$ cat src/rtl/turn_sequencer_if.sv
// Signal bundle between the turn sequencer and its surroundings.
// The game side (master) drives btn/match/W; the sequencer (slave) drives the rest.
interface turn_sequencer_if;
    logic       btn;
    logic       match;
    logic       W;
    logic [1:0] T;
    logic       B;
    logic       turn_change;
    logic       game_over;
    logic [1:0] winner;
    logic [2:0] state_dbg;

    modport master (
        output btn,
        output match,
        output W,
        input  T,
        input  B,
        input  turn_change,
        input  game_over,
        input  winner,
        input  state_dbg
    );

    modport slave (
        input  btn,
        input  match,
        input  W,
        output T,
        output B,
        output turn_change,
        output game_over,
        output winner,
        output state_dbg
    );
endinterface

$ cat src/rtl/turn_sequencer.sv
// Game-flow controller: debounces the player button, tracks whose turn it is,
// strobes the win-check stage and freezes the game once a winner is reported.
module turn_sequencer #(
    parameter logic [19:0] DEBOUNCE_CYCLES = 20'd500000,
    parameter int          NUM_PLAYERS     = 4
) (
    input  logic              clk,
    input  logic              rst,
    turn_sequencer_if.slave   bus
);

    localparam logic [19:0] DB_LAST = DEBOUNCE_CYCLES - 20'd1;
    localparam logic [1:0]  T_LAST  = 2'(NUM_PLAYERS - 1);

    typedef enum logic [2:0] {
        IDLE  = 3'd0,
        PICK  = 3'd1,
        EVAL  = 3'd2,
        ADV   = 3'd3,
        CHECK = 3'd4,
        PASS  = 3'd5,
        OVER  = 3'd6
    } state_t;

    logic        sync1_q, sync2_q;
    logic        level_q, level_d;
    logic [19:0] cnt_q, cnt_d;
    logic        press_q, press_d;

    state_t      state_q, state_d;
    logic [1:0]  t_q, t_d;
    logic [1:0]  winner_q, winner_d;
    logic        match_q, match_d;
    logic        b_q, tc_q, go_q;

    // Button path: counter runs only while the synchronized level disagrees
    // with the accepted one; DEBOUNCE_CYCLES disagreeing cycles flip it.
    always_comb begin
        level_d = level_q;
        cnt_d   = 20'd0;
        press_d = 1'b0;
        if (sync2_q != level_q) begin
            if (cnt_q == DB_LAST) begin
                level_d = sync2_q;
                press_d = sync2_q;
            end else begin
                cnt_d = cnt_q + 20'd1;
            end
        end
    end

    always_ff @(posedge clk or posedge rst) begin
        if (rst) begin
            sync1_q <= 1'b0;
            sync2_q <= 1'b0;
            level_q <= 1'b0;
            cnt_q   <= 20'd0;
            press_q <= 1'b0;
        end else begin
            sync1_q <= bus.btn;
            sync2_q <= sync1_q;
            level_q <= level_d;
            cnt_q   <= cnt_d;
            press_q <= press_d;
        end
    end

    // Presses in the transient states fall through untouched and are lost.
    always_comb begin
        state_d  = state_q;
        t_d      = t_q;
        winner_d = winner_q;
        match_d  = match_q;
        case (state_q)
            IDLE: begin
                if (press_q) state_d = PICK;
            end
            PICK: begin
                if (press_q) begin
                    match_d = bus.match;
                    state_d = EVAL;
                end
            end
            EVAL: begin
                state_d = match_q ? ADV : PASS;
            end
            ADV: begin
                state_d = CHECK;
            end
            CHECK: begin
                if (bus.W) begin
                    winner_d = t_q;
                    state_d  = OVER;
                end else begin
                    state_d = PICK;
                end
            end
            PASS: begin
                t_d     = (t_q == T_LAST) ? 2'd0 : t_q + 2'd1;
                state_d = PICK;
            end
            OVER: begin
                if (press_q) begin
                    t_d      = 2'd0;
                    winner_d = 2'd0;
                    state_d  = IDLE;
                end
            end
            default: begin
                state_d = IDLE;
            end
        endcase
    end

    // Strobes are decoded from the next state so they coincide with the state they flag.
    always_ff @(posedge clk or posedge rst) begin
        if (rst) begin
            state_q  <= IDLE;
            t_q      <= 2'd0;
            winner_q <= 2'd0;
            match_q  <= 1'b0;
            b_q      <= 1'b0;
            tc_q     <= 1'b0;
            go_q     <= 1'b0;
        end else begin
            state_q  <= state_d;
            t_q      <= t_d;
            winner_q <= winner_d;
            match_q  <= match_d;
            b_q      <= (state_d == ADV);
            tc_q     <= (state_d == PASS);
            go_q     <= (state_d == OVER);
        end
    end

    assign bus.T           = t_q;
    assign bus.B           = b_q;
    assign bus.turn_change = tc_q;
    assign bus.game_over   = go_q;
    assign bus.winner      = winner_q;
    assign bus.state_dbg   = state_q;

endmodule

$ cat src/flat_wrapper.sv
// flat-port wrapper written by rule: the top's interface ports become plain ports
module turn_sequencer_flat 
#(
    parameter logic [19:0] DEBOUNCE_CYCLES = 20'd500000,
    parameter int          NUM_PLAYERS     = 4
)
  (clk, rst, bus_btn, bus_match, bus_W, bus_T, bus_B, bus_turn_change, bus_game_over, bus_winner, bus_state_dbg);
  turn_sequencer_if bus_i ();
  input  logic clk;
  input  logic rst;
  input wire logic [$bits(bus_i.btn)-1:0] bus_btn;
  input wire logic [$bits(bus_i.match)-1:0] bus_match;
  input wire logic [$bits(bus_i.W)-1:0] bus_W;
  output wire logic [$bits(bus_i.T)-1:0] bus_T;
  output wire logic [$bits(bus_i.B)-1:0] bus_B;
  output wire logic [$bits(bus_i.turn_change)-1:0] bus_turn_change;
  output wire logic [$bits(bus_i.game_over)-1:0] bus_game_over;
  output wire logic [$bits(bus_i.winner)-1:0] bus_winner;
  output wire logic [$bits(bus_i.state_dbg)-1:0] bus_state_dbg;
  assign bus_i.btn = bus_btn;
  assign bus_i.match = bus_match;
  assign bus_i.W = bus_W;
  assign bus_T = bus_i.T;
  assign bus_B = bus_i.B;
  assign bus_turn_change = bus_i.turn_change;
  assign bus_game_over = bus_i.game_over;
  assign bus_winner = bus_i.winner;
  assign bus_state_dbg = bus_i.state_dbg;
  turn_sequencer #(.DEBOUNCE_CYCLES(DEBOUNCE_CYCLES), .NUM_PLAYERS(NUM_PLAYERS)) u_core (.clk(clk), .rst(rst), .bus(bus_i));
endmodule
$ cat config.mk
export PLATFORM = sky130hd
export DESIGN_NAME = turn_sequencer_flat
export DESIGN_NICKNAME = d
export VERILOG_FILES = /design/src/rtl/turn_sequencer_if.sv /design/src/rtl/turn_sequencer.sv /design/src/flat_wrapper.sv
export SDC_FILE = /design/constraint.sdc
export NUM_CORES = 1
export LEC_CHECK = 0
export ABC_AREA = 1
export ABC_CLOCK_PERIOD_IN_PS = 1500
export CAP_MARGIN = 20
export CORE_MARGIN = 2
export CORE_UTILIZATION = 57
export DETAILED_ROUTE_END_ITERATION = 10
export PLACE_DENSITY = 0.89
export SYNTH_ARGS = -nofsm -noshare
export SYNTH_HDL_FRONTEND = slang
export SYNTH_SLANG_ARGS = --single-unit
$ cat constraint.sdc
create_clock -name clk -period 1.5 [get_ports clk]
set_input_delay 0.3 -clock clk [delete_from_list [all_inputs] [get_ports clk]]
set_output_delay 0.3 -clock clk [all_outputs]
set_load 0.01 [all_outputs]
==> impl_metrics.yaml <==
die:
  start_util_pct: 60.4
  ios: 15
  die_h_um: 61.1
  core-area_mm2: 0.00308
  fp-row-count: 20
  die_w_um: 61.1
  die_area_mm2: 0.00373
final_layout:
  diodes: 0
  layout.nets: 268
  area_growth_pct: 17.4
  num-fill-cells: 240
  layout-drive-gt1-share_pct: 16.4
grt:
  grtUsageTotal_pct: 25.8
  overflow: 0
  grt_antenna_before_repair: 0
  grt_pass1_wl_um: 6820
  grt_max_degree: 36
  grt_pass1_vias: 1510
worst_setup_path:
  critPathMaxStageDelay_ps: 410
  cp_cell_sequence: "buf_4, buf_4, nor3_2, nand2_1, nand2_1, nand3_1, nand2_1"
  path_common_cell: "nand2_1"
  cp_top_family: "simple AND/OR/NAND/NOR gates"
  critPathMaxFanout: 5
  required_ps: 1800
  critPathKind: "reg2reg"
  cp.arrival_ps: 1660
  critPathBufInv: 2
  cp-end-kind: "flop"
  crit_slowest_cell: "dfrtp_1"
  worstSetupStartpointType: "flop"
sta:
  final.setup_skew_ps: 15.2
  rsz0062_at_grt: "no"
  slew_viol_final: 0
  setup_ws_ps: 134
  setup_viol: 0
  fin_setup_tns_ps: 0
  min_period_ps: 1370
  slew_headroom_pct: 74.7
  finalHoldViolations: 0
  clock.fmax_mhz: 732
  fin_crit_sh_pct: 91.1
  worstMarginPinSlew_ps: 378
detailed_routing:
  wl_per_cell_um: 13.2
  first_iter_violations: 68
  drt_drc_violations_left: 0
  vias_per_cell: 5.21
  dr.pass1.iters: 4
  vias: 1593
  ant_nets: 0
  drt_wl_total_um: 4030
synthesis:
  synth_fa_ha_area_share_pct: 1.35
  syn_avg_cell_area_um2: 7.94
  yosysWarnings: 0
  synth_nets: 241
  muxShareOfSynthArea_pct: 0
  synthArstFlopShare_pct: 100
  synth_ff_type: "dfrtp_1"
  ys_ff_latch: 35
  synth_top_family_by_area: "simple AND/OR/NAND/NOR gates"
  synth_top_cell_by_area: "dfrtp_1"
  yosysUniqueCellTypes: 25
  synth_compound_area_share_pct: 2.90
  synthSimpleGateAreaFrac_pct: 38.5
  syn_area_mm2: 0.00186
  seq_area_frac_synth_pct: 47.1
  synth_top_area_share_pct: 47.1
  synth-xor-area-share_pct: 4.24
  postSynthCellCount: 234
  ys_top_cells_by_area: "dfrtp_1 (47%), nand2_1 (9.5%), nor2_1 (9.5%), nand3_1 (6.2%), inv_1 (4.2%)"
  synth_edf_count: 0
clocking:
  clkLatencyLatePin_ps: 350
  cts_buffers: 5
  cts_hold_buf: 0
  clock-sinks: 35
  cts-root-buf: "clkbuf_4"
  cts_tree: "yes"
  ctsHtreeMaxLevel: 2
  path_clk_slew_ps: 110
  clockBufferDepth: 2
job:
  max-cap-violations: 0
placed_design:
  preCtsSetupSlack_ps: 92.7
  place_congestion: 0.989
  hpwl_um: 2920
  portBuffers: 14
power_and_ir_drop:
  pwr-share-clk_pct: 35.6
  p_seq_share_pct: 60.2
  power_switching_w: 0.000388
  pwr-share-comb_pct: 4.2
  peakVddDrop_v: 0.000668
  static-leakage-power_nw: 1.02
  p_int_w: 0.00121
  p_per_area_mw_per_mm2: 732
  swShare_pct: 24.3
worst_hold_path:
  hp-class: "in2async"
run_status:
  status: "finished, final reports clean"
-- final timing paths --
check | from | end | slack, ps | depth (start not counted)
max reg2reg | u_core.bus.state_dbg[0] | u_core.bus.winner[1] | 130 | 7
min | rst | u_core.bus.game_over | 290 | 3
max in group asynchronous | rst | u_core.bus.state_dbg[2] | 1020 | 3
min in group clk | u_core.sync1_q | u_core.sync2_q | 360 | 0
min reg2reg | u_core.sync1_q | u_core.sync2_q | 360 | 0
max | u_core.bus.state_dbg[0] | u_core.bus.winner[1] | 130 | 7
-- sequential cells by signal, summed over array words and instances (netlist names) --
| name | cells |
|---|---|
| u_core.level_q | 1 |
| u_core.bus.game_over | 1 |
| u_core.bus.winner | 2 |
| u_core.bus.turn_change | 1 |
| u_core.sync2_q | 1 |
| u_core.sync1_q | 1 |
| u_core.press_q | 1 |
| u_core.bus.B | 1 |
| u_core.cnt_q | 20 |
| u_core.match_q | 1 |
| u_core.bus.T | 2 |
| u_core.bus.state_dbg | 3 |
-- area by class of cell --
type | count | area (um2) | share of cell area [%]
tap | 44 | 55.1 | 2.52
clock buffer | 6 | 51.3 | 2.35
timing repair buffer | 21 | 193 | 8.84
clock inverter | 2 | 16.3 | 0.746
sequential | 35 | 877 | 40.2
inverter | 26 | 97.6 | 4.48
multi-input combinational | 172 | 891 | 40.8
-- power by group through the flow --
stage	registers (W)	logic, W	clock network [W]
finish	0.000960	0.0000670	0.000569
global placement	0.000978	0.0000661	0
CTS	0.000960	0.0000678	0.000578
global route	0.000962	0.0000779	0.000623
floorplan	0.000977	0.0000414	0
detailed placement	0.000979	0.0000678	0
-- placed cells by master (no fill, tap or decap), types with 5 or more instances in the layout --
| cell | Yosys | final |
|---|---|---|
| dlygate4sd2_1 | 0 | 10 |
| inv_2 | 5 | 5 |
| nor2_1 | 47 | 46 |
| nor2_2 | 8 | 8 |
| nand2_1 | 47 | 47 |
| xor2_1 | 7 | 7 |
| nand3_1 | 23 | 22 |
| clkbuf_4 | 0 | 5 |
| dfrtp_1 | 35 | 34 |
| buf_4 | 0 | 6 |
| inv_1 | 21 | 21 |
-- synthesized netlist by cell type (4+ instances only) --
cell type	number
a21oi_1	4
dfrtp_1	35
inv_1	21
inv_2	5
nand2_1	47
nand2_2	4
nand3_1	23
nor2_1	47
nor2_2	8
nor3_1	4
xor2_1	7
-- metrics by stage --
step                      total power, W  area, um2  hold WS [ps]  instances  util, %
after floorplan                  0.00102       1860           331        234        -
after global placement           0.00104       2080           333        294     67.5
after detailed placement         0.00105       2080           343        294     67.5
after CTS                        0.00161       2160           295        306     70.3
after global routing             0.00166       2180           311        306     70.9
final                            0.00160       2180           289        306     70.9
-- cells by family (layout without fill, tap and decap cells) --
kind of cell               count (synthesis)  in the layout
AOI/OAI and AO/OA                         10             10
xor gates and xnor gates                   9              9
adders and majority gates                  2              2
buffers and inverters                     27             55
DFF                                       35             35
and+or+nand+nor                          151            151
-- metal layers --
layer / part of all wire [%] / wire [um] / vias up / track usage [%]
met5: 0 / 0 / - / 0
met4: 1.8 / 72 / 0 / 6.52
met3: 5.5 / 222 / 8 / 7.77
met2: 47 / 1910 / 42 / 41.6
met1: 45 / 1830 / 740 / 34.3
li1: - / - / 803 / -
-- tightest hold or removal path: cells and delay by family --
family,cells,cell delay (ps)
buffers and inverters,3,710
-- timing repair --
action | in CTS | in global routing
setup buffers | 4 | 0
setup endpoints to repair | 10 | 8
gates resized for setup | 11 | 4
gates cloned | 0 | 0
Power figures use the tool's default switching activity.
